### src/rtl/uart_cfg_ctrl_if.sv
// Frame stream from UART_processor into the config controller, and the forwarded data stream out of it.
interface uart_cfg_ctrl_if;
  logic [8:0] frame;
  logic       frame_valid;
  logic [8:0] data_out;
  logic       data_valid;
  logic       data_ready;

  modport slave  (input frame, frame_valid, data_ready, output data_out, data_valid);
  modport master (output frame, frame_valid, data_ready, input data_out, data_valid);
endinterface

### src/rtl/uart_cfg_ctrl.sv
// UART receive-path config controller: ESC command parser, idle-gated config apply, 2-entry data FIFO.
// Optional feature macro UART_CFG_ESC_TIMEOUT_EN: abandon an ESC with no command byte after ESC_TIMEOUT cycles.
module uart_cfg_ctrl #(
  parameter int unsigned IDLE_CYCLES = 64,
  parameter int unsigned ESC_TIMEOUT = 1024,
  parameter logic [7:0]  ESC_CODE    = 8'h1B
) (
  input  logic           clk,
  input  logic           rst,
  input  logic           Rx,
  uart_cfg_ctrl_if.slave bus,
  output logic [2:0]     baud,
  output logic           baud_ready,
  output logic           parity,
  output logic           parity_type,
  output logic           stop_bits,
  output logic [3:0]     frame_length,
  output logic           cfg_pending,
  output logic           cmd_err,
  output logic           overflow
);

  typedef enum logic {PIDLE, PESC} parse_t;
  typedef enum logic [1:0] {CLEAN, PEND, APPLY0, APPLY1} apply_t;

  localparam logic [8:0]  ESC_FRAME = {1'b0, ESC_CODE};
  localparam int unsigned IW        = $clog2(IDLE_CYCLES + 1);

  parse_t        pstate;
  apply_t        astate;
  logic [IW-1:0] idle_cnt;

  logic [2:0] sh_baud;
  logic       sh_parity;
  logic       sh_ptype;
  logic       sh_stop;
  logic [3:0] sh_flen;

  logic [8:0] mem [2];
  logic       rd_ptr;
  logic       wr_ptr;
  logic [1:0] count;

  logic is_esc;
  logic is_cmd;
  logic legal;
  logic cmd_accept;
  logic cmd_reject;
  logic push;
  logic push_ok;
  logic pop;
  logic esc_expired;

  // A frame seen in PESC that is not ESC is a command byte; legality follows its class in bits 7:6.
  always_comb begin
    is_esc = bus.frame == ESC_FRAME;
    is_cmd = bus.frame_valid && pstate == PESC && !is_esc;
    legal  = 1'b0;
    case (bus.frame[7:6])
      2'b01:   legal = bus.frame[2:0] <= 3'd5;
      2'b10:   legal = 1'b1;
      2'b11:   legal = bus.frame[3:0] >= 4'd5 && bus.frame[3:0] <= 4'd9;
      default: legal = 1'b0;
    endcase
    cmd_accept = is_cmd && legal;
    cmd_reject = is_cmd && !legal;
    push       = bus.frame_valid && ((pstate == PIDLE && !is_esc) || (pstate == PESC && is_esc));
    pop        = count != 2'd0 && bus.data_ready;
    push_ok    = push && (count != 2'd2 || pop);
  end

`ifdef UART_CFG_ESC_TIMEOUT_EN
  localparam int unsigned EW = $clog2(ESC_TIMEOUT + 1);
  logic [EW-1:0] esc_cnt;

  always_ff @(posedge clk or negedge rst) begin
    if (!rst)
      esc_cnt <= '0;
    else if (pstate != PESC || bus.frame_valid)
      esc_cnt <= '0;
    else
      esc_cnt <= esc_cnt + 1'b1;
  end

  assign esc_expired = pstate == PESC && !bus.frame_valid && esc_cnt == EW'(ESC_TIMEOUT - 1);
`else
  assign esc_expired = 1'b0;
`endif

  always_ff @(posedge clk or negedge rst) begin
    if (!rst) begin
      pstate    <= PIDLE;
      cmd_err   <= 1'b0;
      sh_baud   <= 3'b010;
      sh_parity <= 1'b1;
      sh_ptype  <= 1'b0;
      sh_stop   <= 1'b0;
      sh_flen   <= 4'd8;
    end else begin
      cmd_err <= cmd_reject || esc_expired;
      if (esc_expired)
        pstate <= PIDLE;
      else if (bus.frame_valid)
        pstate <= (pstate == PIDLE && is_esc) ? PESC : PIDLE;
      if (cmd_accept) begin
        case (bus.frame[7:6])
          2'b01: sh_baud <= bus.frame[2:0];
          2'b10: begin
            sh_parity <= bus.frame[0];
            sh_ptype  <= bus.frame[1];
            sh_stop   <= bus.frame[2];
          end
          2'b11:   sh_flen <= bus.frame[3:0];
          default: ;
        endcase
      end
    end
  end

  // Shadow is copied on the edge entering APPLY0; a command landing during APPLY0/APPLY1 keeps cfg_pending set.
  always_ff @(posedge clk or negedge rst) begin
    if (!rst) begin
      astate       <= CLEAN;
      idle_cnt     <= '0;
      cfg_pending  <= 1'b0;
      baud_ready   <= 1'b0;
      baud         <= 3'b010;
      parity       <= 1'b1;
      parity_type  <= 1'b0;
      stop_bits    <= 1'b0;
      frame_length <= 4'd8;
    end else begin
      baud_ready <= 1'b1;
      if (cmd_accept)
        cfg_pending <= 1'b1;
      case (astate)
        CLEAN: begin
          idle_cnt <= '0;
          if (cfg_pending)
            astate <= PEND;
        end
        PEND: begin
          if (!Rx || bus.frame_valid)
            idle_cnt <= '0;
          else if (idle_cnt == IW'(IDLE_CYCLES - 1)) begin
            astate       <= APPLY0;
            baud         <= sh_baud;
            parity       <= sh_parity;
            parity_type  <= sh_ptype;
            stop_bits    <= sh_stop;
            frame_length <= sh_flen;
            baud_ready   <= 1'b0;
          end else
            idle_cnt <= idle_cnt + 1'b1;
        end
        APPLY0: begin
          astate   <= APPLY1;
          idle_cnt <= '0;
          if (!cmd_accept)
            cfg_pending <= 1'b0;
        end
        APPLY1: begin
          idle_cnt <= '0;
          astate   <= (cfg_pending || cmd_accept) ? PEND : CLEAN;
        end
        default: astate <= CLEAN;
      endcase
    end
  end

  always_ff @(posedge clk or negedge rst) begin
    if (!rst) begin
      mem[0]   <= '0;
      mem[1]   <= '0;
      rd_ptr   <= 1'b0;
      wr_ptr   <= 1'b0;
      count    <= 2'd0;
      overflow <= 1'b0;
    end else begin
      if (push_ok) begin
        mem[wr_ptr] <= bus.frame;
        wr_ptr      <= ~wr_ptr;
      end
      if (pop)
        rd_ptr <= ~rd_ptr;
      if (push && !push_ok)
        overflow <= 1'b1;
      count <= count + 2'(push_ok) - 2'(pop);
    end
  end

  assign bus.data_out   = mem[rd_ptr];
  assign bus.data_valid = count != 2'd0;

endmodule

### src/flat_wrapper.sv
// flat-port wrapper written by rule: the top's interface ports become plain ports
module uart_cfg_ctrl_flat 
#(
  parameter int unsigned IDLE_CYCLES = 64,
  parameter int unsigned ESC_TIMEOUT = 1024,
  parameter logic [7:0]  ESC_CODE    = 8'h1B
)
  (clk, rst, Rx, baud, baud_ready, parity, parity_type, stop_bits, frame_length, cfg_pending, cmd_err, overflow, bus_frame, bus_frame_valid, bus_data_ready, bus_data_out, bus_data_valid);
  uart_cfg_ctrl_if bus_i ();
  input  logic clk;
  input  logic rst;
  input  logic Rx;
  output logic [2:0] baud;
  output logic baud_ready;
  output logic parity;
  output logic parity_type;
  output logic stop_bits;
  output logic [3:0] frame_length;
  output logic cfg_pending;
  output logic cmd_err;
  output logic overflow;
  input wire logic [$bits(bus_i.frame)-1:0] bus_frame;
  input wire logic [$bits(bus_i.frame_valid)-1:0] bus_frame_valid;
  input wire logic [$bits(bus_i.data_ready)-1:0] bus_data_ready;
  output wire logic [$bits(bus_i.data_out)-1:0] bus_data_out;
  output wire logic [$bits(bus_i.data_valid)-1:0] bus_data_valid;
  assign bus_i.frame = bus_frame;
  assign bus_i.frame_valid = bus_frame_valid;
  assign bus_i.data_ready = bus_data_ready;
  assign bus_data_out = bus_i.data_out;
  assign bus_data_valid = bus_i.data_valid;
  uart_cfg_ctrl #(.IDLE_CYCLES(IDLE_CYCLES), .ESC_TIMEOUT(ESC_TIMEOUT), .ESC_CODE(ESC_CODE)) u_core (.clk(clk), .rst(rst), .Rx(Rx), .bus(bus_i), .baud(baud), .baud_ready(baud_ready), .parity(parity), .parity_type(parity_type), .stop_bits(stop_bits), .frame_length(frame_length), .cfg_pending(cfg_pending), .cmd_err(cmd_err), .overflow(overflow));
endmodule
### config.mk
export PLATFORM = sky130hd
export DESIGN_NAME = uart_cfg_ctrl_flat
export DESIGN_NICKNAME = d
export VERILOG_FILES = /design/src/rtl/uart_cfg_ctrl_if.sv /design/src/rtl/uart_cfg_ctrl.sv /design/src/flat_wrapper.sv
export SDC_FILE = /design/constraint.sdc
export NUM_CORES = 1
export LEC_CHECK = 0
export ABC_AREA = 1
export BUFFER_PORTS_ARGS = -buffer_cell sky130_fd_sc_hd__clkbuf_2
export CAP_MARGIN = 30
export CORE_AREA = 3 3 90 92
export CTS_CLUSTER_DIAMETER = 60
export CTS_CLUSTER_SIZE = 12
export DETAILED_ROUTE_END_ITERATION = 8
export DIE_AREA = 0 0 93 95
export PLACE_DENSITY_LB_ADDON = 0.15
export SETUP_SLACK_MARGIN = 0.4
export SYNTH_ARGS = -nofsm -noshare
export SYNTH_HDL_FRONTEND = slang
export SYNTH_SLANG_ARGS = --single-unit
### constraint.sdc
create_clock -name clk -period 1.9 [get_ports clk]
set_input_delay 0.38 -clock clk [delete_from_list [all_inputs] [get_ports clk]]
set_output_delay 0.38 -clock clk [all_outputs]
set_load 0.01 [all_outputs]
* Word-level counts from Yosys, hierarchy flattened
Cells that the tools add are included.
** Storage, ports and cells
- Bits in registers :: 56
- Bits of input ports :: 14
- Logic and storage cells :: 101
** Operators by class
- $add $sub $neg :: 3
- $lt $le $gt $ge :: 6
- Equal/unequal tests :: 13
- Muxes and demuxes :: 22
- Bitwise logic cells :: 6
- Reductions and logical operators :: 29
** Operators by type and width (count)
- $mux W9 :: 4
- $bwmux W18 :: 1
- $mux W7 :: 2
- $pmux W7 S2 :: 1
- $logic_and A1 B1 Y1 :: 13
- $demux W9 S1 :: 1
- $eq A9 B5 Y1 const B :: 1
- $eq A2 B2 Y1 const B :: 4
- $mux W1 :: 8
- $pmux W2 S4 :: 1
- $add A7 B1 Y7 const B :: 1
- $eq A7 B6 Y1 const B :: 1
- $mux W2 :: 3
- $reduce_and A2 Y1 :: 3
- $reduce_and A3 Y1 :: 2
- $eq A2 B1 Y1 const B :: 2
- $ge A2 B2 Y1 const B :: 2
- $ge A4 B3 Y1 const B :: 1
- $le A4 B4 Y1 const B :: 1
- $logic_not A1 Y1 :: 4
- $logic_or A1 B1 Y1 :: 4
- $ne A2 B1 Y1 const B :: 2
- $ne A2 B2 Y1 const B :: 2
- $not A1 Y1 :: 4
- 10 further kinds :: 11

* Depth between registers and ports, before layout
- Depth after elaboration :: 8
- Mapped depth :: 14

* Worst setup path before layout
Ideal clock, no wire load.
- Path kind :: in2reg
- Start :: input bus_frame[7]
- End :: register u_core.mem[10] (netlist bit)
- Arrival :: 1642 ps
- Required time :: 1826 ps
- Setup slack :: 184 ps
- Stages :: 13
- Cells stage by stage :: inv_1 -> nand2_1 -> nor2_1 -> nand3_1 -> inv_1 -> ha_1 -> nand2_1 -> inv_1 -> nand2_2 -> or2_1 -> buf_6 -> buf_12 -> o21ai_2
** Between the ends
- Word-level cells in the longest chain between the ends :: 6
- Elaborated cells on any way between the ends :: 7
** RTL lines
- start, declared :: line flat_wrapper.sv:22 : input wire logic [$bits(bus_i.frame)-1:0] bus_frame;
- $eq A9 B5 Y1 * :: line uart_cfg_ctrl.sv:56 : is_esc = bus.frame == ESC_FRAME;
- $logic_not A1 Y1 :: line uart_cfg_ctrl.sv:67 : push = bus.frame_valid && ((pstate == PIDLE && !is_esc) || (pstate == PESC && is_esc));
- $logic_and A1 B1 Y1 :: line uart_cfg_ctrl.sv:67
- $logic_or A1 B1 Y1 * :: line uart_cfg_ctrl.sv:67
- $logic_and A1 B1 Y1 * :: line uart_cfg_ctrl.sv:67
- $logic_and A1 B1 Y1 * :: line uart_cfg_ctrl.sv:69 : push_ok = push && (count != 2'd2 || pop);
- end signal, assigned by index :: line uart_cfg_ctrl.sv:181 : mem[wr_ptr] <= bus.frame;
- end, declared :: line uart_cfg_ctrl.sv:39 : logic [8:0] mem [2];
Mark *: on every way between the ends. The rest lies on a longest branch, timed or not.
A chain may end at the register's enable or synchronous reset.

* Worst setup path after layout
- Start :: register u_core.count[1]
- End :: register u_core.count[1]
** Between the ends
- Word-level cells in the longest chain between the ends :: 6
- Elaborated cells on any way between the ends :: 7
** RTL lines
- start, declared :: line uart_cfg_ctrl.sv:42 : logic [1:0] count;
- start signal, assigned :: line uart_cfg_ctrl.sv:188 : count <= count + 2'(push_ok) - 2'(pop);
- $reduce_bool A2 Y1 :: line uart_cfg_ctrl.sv:68 : pop = count != 2'd0 && bus.data_ready;
- $logic_and A1 B1 Y1 :: line uart_cfg_ctrl.sv:68
- $logic_or A1 B1 Y1 * :: line uart_cfg_ctrl.sv:69
- $logic_and A1 B1 Y1 * :: line uart_cfg_ctrl.sv:69
- net u_core.push_ok :: line uart_cfg_ctrl.sv:50 : logic push_ok;
- $add A2 B1 Y2 * :: line uart_cfg_ctrl.sv:188
- $sub A2 B1 Y2 * :: line uart_cfg_ctrl.sv:188
The timed path passes the listed nets; every way through them passes the cells marked *.

==> run summary <==
Among all cell types in the netlist, the one instantiated most often is sky130_fd_sc_hd__nand2_1. Clock tree synthesis selected as its root buffer the cell sky130_fd_sc_hd__clkbuf_8. The tools report the critical register-to-register path endpoint as u_core.count[1]$_DFF_PN0_. For the number of fill cells in the layout, the log shows 709. In this run the power density over the cells is 1140 nW/um^2. Using the TritonRoute via totals, the vias-per-cell ratio works out to 4.56. At the later pin of the worst-skew pair, clock insertion delay measures 0.31 ns. Summed over all instances, the cell type with the most area after synthesis is sky130_fd_sc_hd__dfrtp_1. TritonCTS built the clock tree. For the end-of-flow core utilization, the log shows 51.1%.

The number of antenna violations at the first check in global routing is 0, and the ratio of final minimum period to clock period is 82.7%. STA classifies the critical path startpoint as a register. The worst setup path is captured at a register.

After legalization and detailed placement, the total HPWL measured 4000 um. The cell family contributing the most delay on the critical path is simple AND/OR/NAND/NOR gates. Entering global routing, the biggest net connects 26 pins.

The detailed-routing iteration count for the pre-antenna-repair pass is 4. The maximum clock skew at final layout was 0.00852 ns; the final antenna-violating net count was 0. The floorplan step set the die width to 93 um. The congestion estimate from routability-driven global placement came to 0.749. Proportion of netlist area held by the largest area contributor: 48.4%. The type of the most critical hold path is in2async. The aggregate global routing overflow was 0; the timing-limited maximum frequency was 636 MHz. The count of port buffers added during placement came out at 37.

For the pin with the worst max-slew slack, the measured transition is 0.535 ns. Synthesis handed over a netlist of 293 instances. The routed length per instance was 13.4 um. The run gives 0.000376 V as the worst vdd rail ir drop. By count the netlist is led by 101 x sky130_fd_sc_hd__nand2_1, 50 x sky130_fd_sc_hd__dfrtp_1, 32 x sky130_fd_sc_hd__inv_1, 28 x sky130_fd_sc_hd__o21ai_0, 16 x sky130_fd_sc_hd__nand3_1. Ranked by total cell area, the synthesized netlist is headed by sky130_fd_sc_hd__dfrtp_1 48%, sky130_fd_sc_hd__nand2_1 15%, sky130_fd_sc_hd__dfstp_2 6.1%. The sequential cells in the finished layout cover a total of 1410 um^2. The first-pass GRT wire length was 9590 um; the average footprint of a synthesized cell was 8.83 um^2. On the worst path, the slowest cell contributes a delay of 0.40 ns. The final hold violation count is 0.

The final route contains 2140 vias. The source of the worst register-to-register timing path is u_core.count[1]$_DFF_PN0_. The flow ran to the end, and the final reports show no timing, DRC or antenna violations. Placeable core region: 7290 um^2. The critical path buffer and inverter count is 1, and the area growth from synthesis to final layout is 44.1%. Number of synthesized flops with an enable pin: 0.

Setup repair after global routing could not meet its margin everywhere. Prior to clock tree synthesis, the placed netlist has a worst setup slack of -0.0400 ns. The final layout contains routed wiring with a total length of 6280 um.

By startpoint and endpoint, the worst setup path is classified as reg2reg. The signal on the critical path passes through or2_4, nand2_4, nand3_4, nand2_4, clkinvlp_4, ha_4, xnor2_2. In this run, the number of DRC markers left after iteration 0 of detailed routing was 94. Clock sink total: 56. The synthesized netlist contains 28 unique library cells. Of the cells placed in the final design, the portion with a size suffix greater than 1 is 46.8%. The number of buffers added by the clock tree synthesis step was 5.

The die extent in y is 95 um, and the sequential share of the synthesized area is 54.4%. Of all nets on the critical path, the largest fanout is 4. The logs give 0 for the total setup violations reported at the end of the flow and 0 for the count of final max-slew check failures.

The initial utilization of the core area, before any placement, comes to 35.5%. The most used flip-flop cell after synthesis is sky130_fd_sc_hd__dfrtp_1. The slowest stage of the critical path is the sky130_fd_sc_hd__dfrtp_1 cell.

The synthesized design contains 56 register bits. The logs give 0.33 ns for the minimum setup slack among reg-to-reg paths and 64.3% for the worst slew slack as a fraction of its limit. For the static leakage, the log shows 1.82 nW. The number of cells on the worst reg-to-reg path is 7, and the minimum clock period after layout is 1.57 ns.

For the worst setup path, the data arrival time is 1.77 ns. The tools report the net count of the mapped netlist as 316. The H-tree generated during clock tree synthesis spans 2 levels. Yosys printed 0 warnings. The logs give 31 for the number of placement rows and 0 for the count of unresolved DRC violations after routing. The max-capacitance violation count is 0, and the antenna diode count is 0. Pin placement for this block handled 38 I/O pins. STA puts the critical path data required time at 2.09 ns.

The final-layout worst hold slack came out at 0.0326 ns. In this design, the critical path's most frequently occurring cell is sky130_fd_sc_hd__nand2_4. Summing every instance area after synthesis gives 2590 um^2.

The multi-input combinational cells in the finished layout cover a total of 1330 um^2. The post-route cell area is 3730 um^2, and the minimum setup slack in the final design is 0.328 ns. Clock-pin slew was measured on the worst setup and hold paths at 0.10 ns.

The tools report the number of nets in the finished design as 392. The run gives 8840 um^2 as the full die area. The clock passes through at most 2 buffers.

Adding up every negative setup slack in the final design gives 0 ns. The global routing usage summed across all routing layers came out at 13.8%. For this run, asynchronously set or reset flops after synthesis account for 100%.

The via count of the first global-routing pass was 2037. In this run the cell area measured after placement is 3050 um^2.
[registers in the layout, indices dropped and copies added (netlist names), 2 cells and up]
signal	count
u_core.idle_cnt	7
u_core.baud	3
u_core.astate	2
u_core.sh_flen	4
u_core.frame_length	4
u_core.count	2
u_core.mem	18
u_core.sh_baud	3
[kinds of logic after synthesis]
| group | Yosys count | synth area share (%) |
|---|---|---|
| buffers and inverters | 40 | 7.16 |
| adder cells (fa/ha/maj) | 9 | 4.35 |
| XOR/XNOR | 4 | 1.35 |
| AND/OR/NAND/NOR | 137 | 21.7 |
| AO/OA/AOI/OAI | 47 | 11.0 |
| flip-flops | 56 | 54.4 |
[worst register-to-register path: cells and delay by family (launching register included)]
kind,cells,cell delay (ns)
xor gates and xnor gates,1,0.12
adders and majority gates,1,0.23
buffers and inverters,1,0.19
DFF,1,0.40
and+or+nand+nor,4,0.52
[area by class of cell]
| cell class | instances | share of cell area, % |
|---|---|---|
| Clock buffer | 7 | 2.05 |
| Clock inverter | 1 | 0.806 |
| Inverter | 33 | 4.40 |
| Multi-Input combinational cell | 199 | 35.8 |
| Sequential cell | 56 | 37.8 |
| Tap cell | 99 | 3.32 |
| Timing Repair Buffer | 74 | 15.8 |
[per-stage QoR]
stage / power, W / instances
3_3_place_gp: 0.00288 / 442
3_5_place_dp: 0.00291 / 442
2_1_floorplan: 0.00251 / 293
4_1_cts: 0.00382 / 455
6_report: 0.00425 / 469
5_1_grt: 0.00456 / 469
[cell usage in the layout, fill, tap and decap left out, types with 5 or more instances in the layout]
cell and count:
sky130_fd_sc_hd__ha_1 5, sky130_fd_sc_hd__nand2_1 66, sky130_fd_sc_hd__nand2_2 25, sky130_fd_sc_hd__clkbuf_2 30, sky130_fd_sc_hd__nand2_4 15, sky130_fd_sc_hd__nor2_1 8, sky130_fd_sc_hd__clkbuf_8 5, sky130_fd_sc_hd__inv_2 6
sky130_fd_sc_hd__dfstp_2 6, sky130_fd_sc_hd__o21ai_0 20, sky130_fd_sc_hd__dfrtp_1 49, sky130_fd_sc_hd__o21ai_2 13, sky130_fd_sc_hd__buf_4 26, sky130_fd_sc_hd__buf_8 5, sky130_fd_sc_hd__buf_6 5, sky130_fd_sc_hd__inv_1 20
sky130_fd_sc_hd__nand3_1 11, sky130_fd_sc_hd__nor2_4 5
[layer usage]
metal / part of all wire (%) / up-vias / global-route usage [%]
li1: - / 1077 / -
met1: 47 / 1027 / 17.8
met2: 49 / 29 / 23.3
met3: 2.6 / 7 / 2.95
met4: 1.4 / 0 / 4.64
met5: 0 / - / 0
[worst max-delay path by stage]
stage | from | end | slack, ns | depth (start not counted)
global placement | bus_frame[5] | u_core.mem[11]$_DFFE_PN0P_ | -0.01 | 14
floorplan | bus_frame[5] | u_core.mem[11]$_DFFE_PN0P_ | 0.23 | 13
CTS | u_core.idle_cnt[1]$_DFFE_PN0P_ | u_core.astate[0]$_DFFE_PN0P_ | 0.33 | 10
global route | bus_frame[0] | u_core.count[1]$_DFF_PN0_ | 0.26 | 12
detailed placement | bus_frame[5] | u_core.mem[9]$_DFFE_PN0P_ | -0.04 | 14
finish | u_core.count[1]$_DFF_PN0_ | u_core.count[1]$_DFF_PN0_ | 0.33 | 7
[power by group]
| part | switching (W) | internal, W | total [W] |
|---|---|---|---|
| Combinational | 0.000936 | 0.000818 | 0.00175 |
| Sequential | 0.000254 | 0.00146 | 0.00172 |
| Clock | 0.000384 | 0.000395 | 0.000779 |
[timing repair]
| action | 4_1_cts | 5_1_grt |
|---|---|---|
| pin swaps | 5 | 20 |
| setup endpoints to repair | 49 | 60 |
| resized for setup | 20 | 106 |
| gates cloned | 1 | 5 |
| hold buffers | 0 | 0 |
| buffers inserted | 4 | 9 |
No activity file was read; power rests on OpenSTA's default activity.
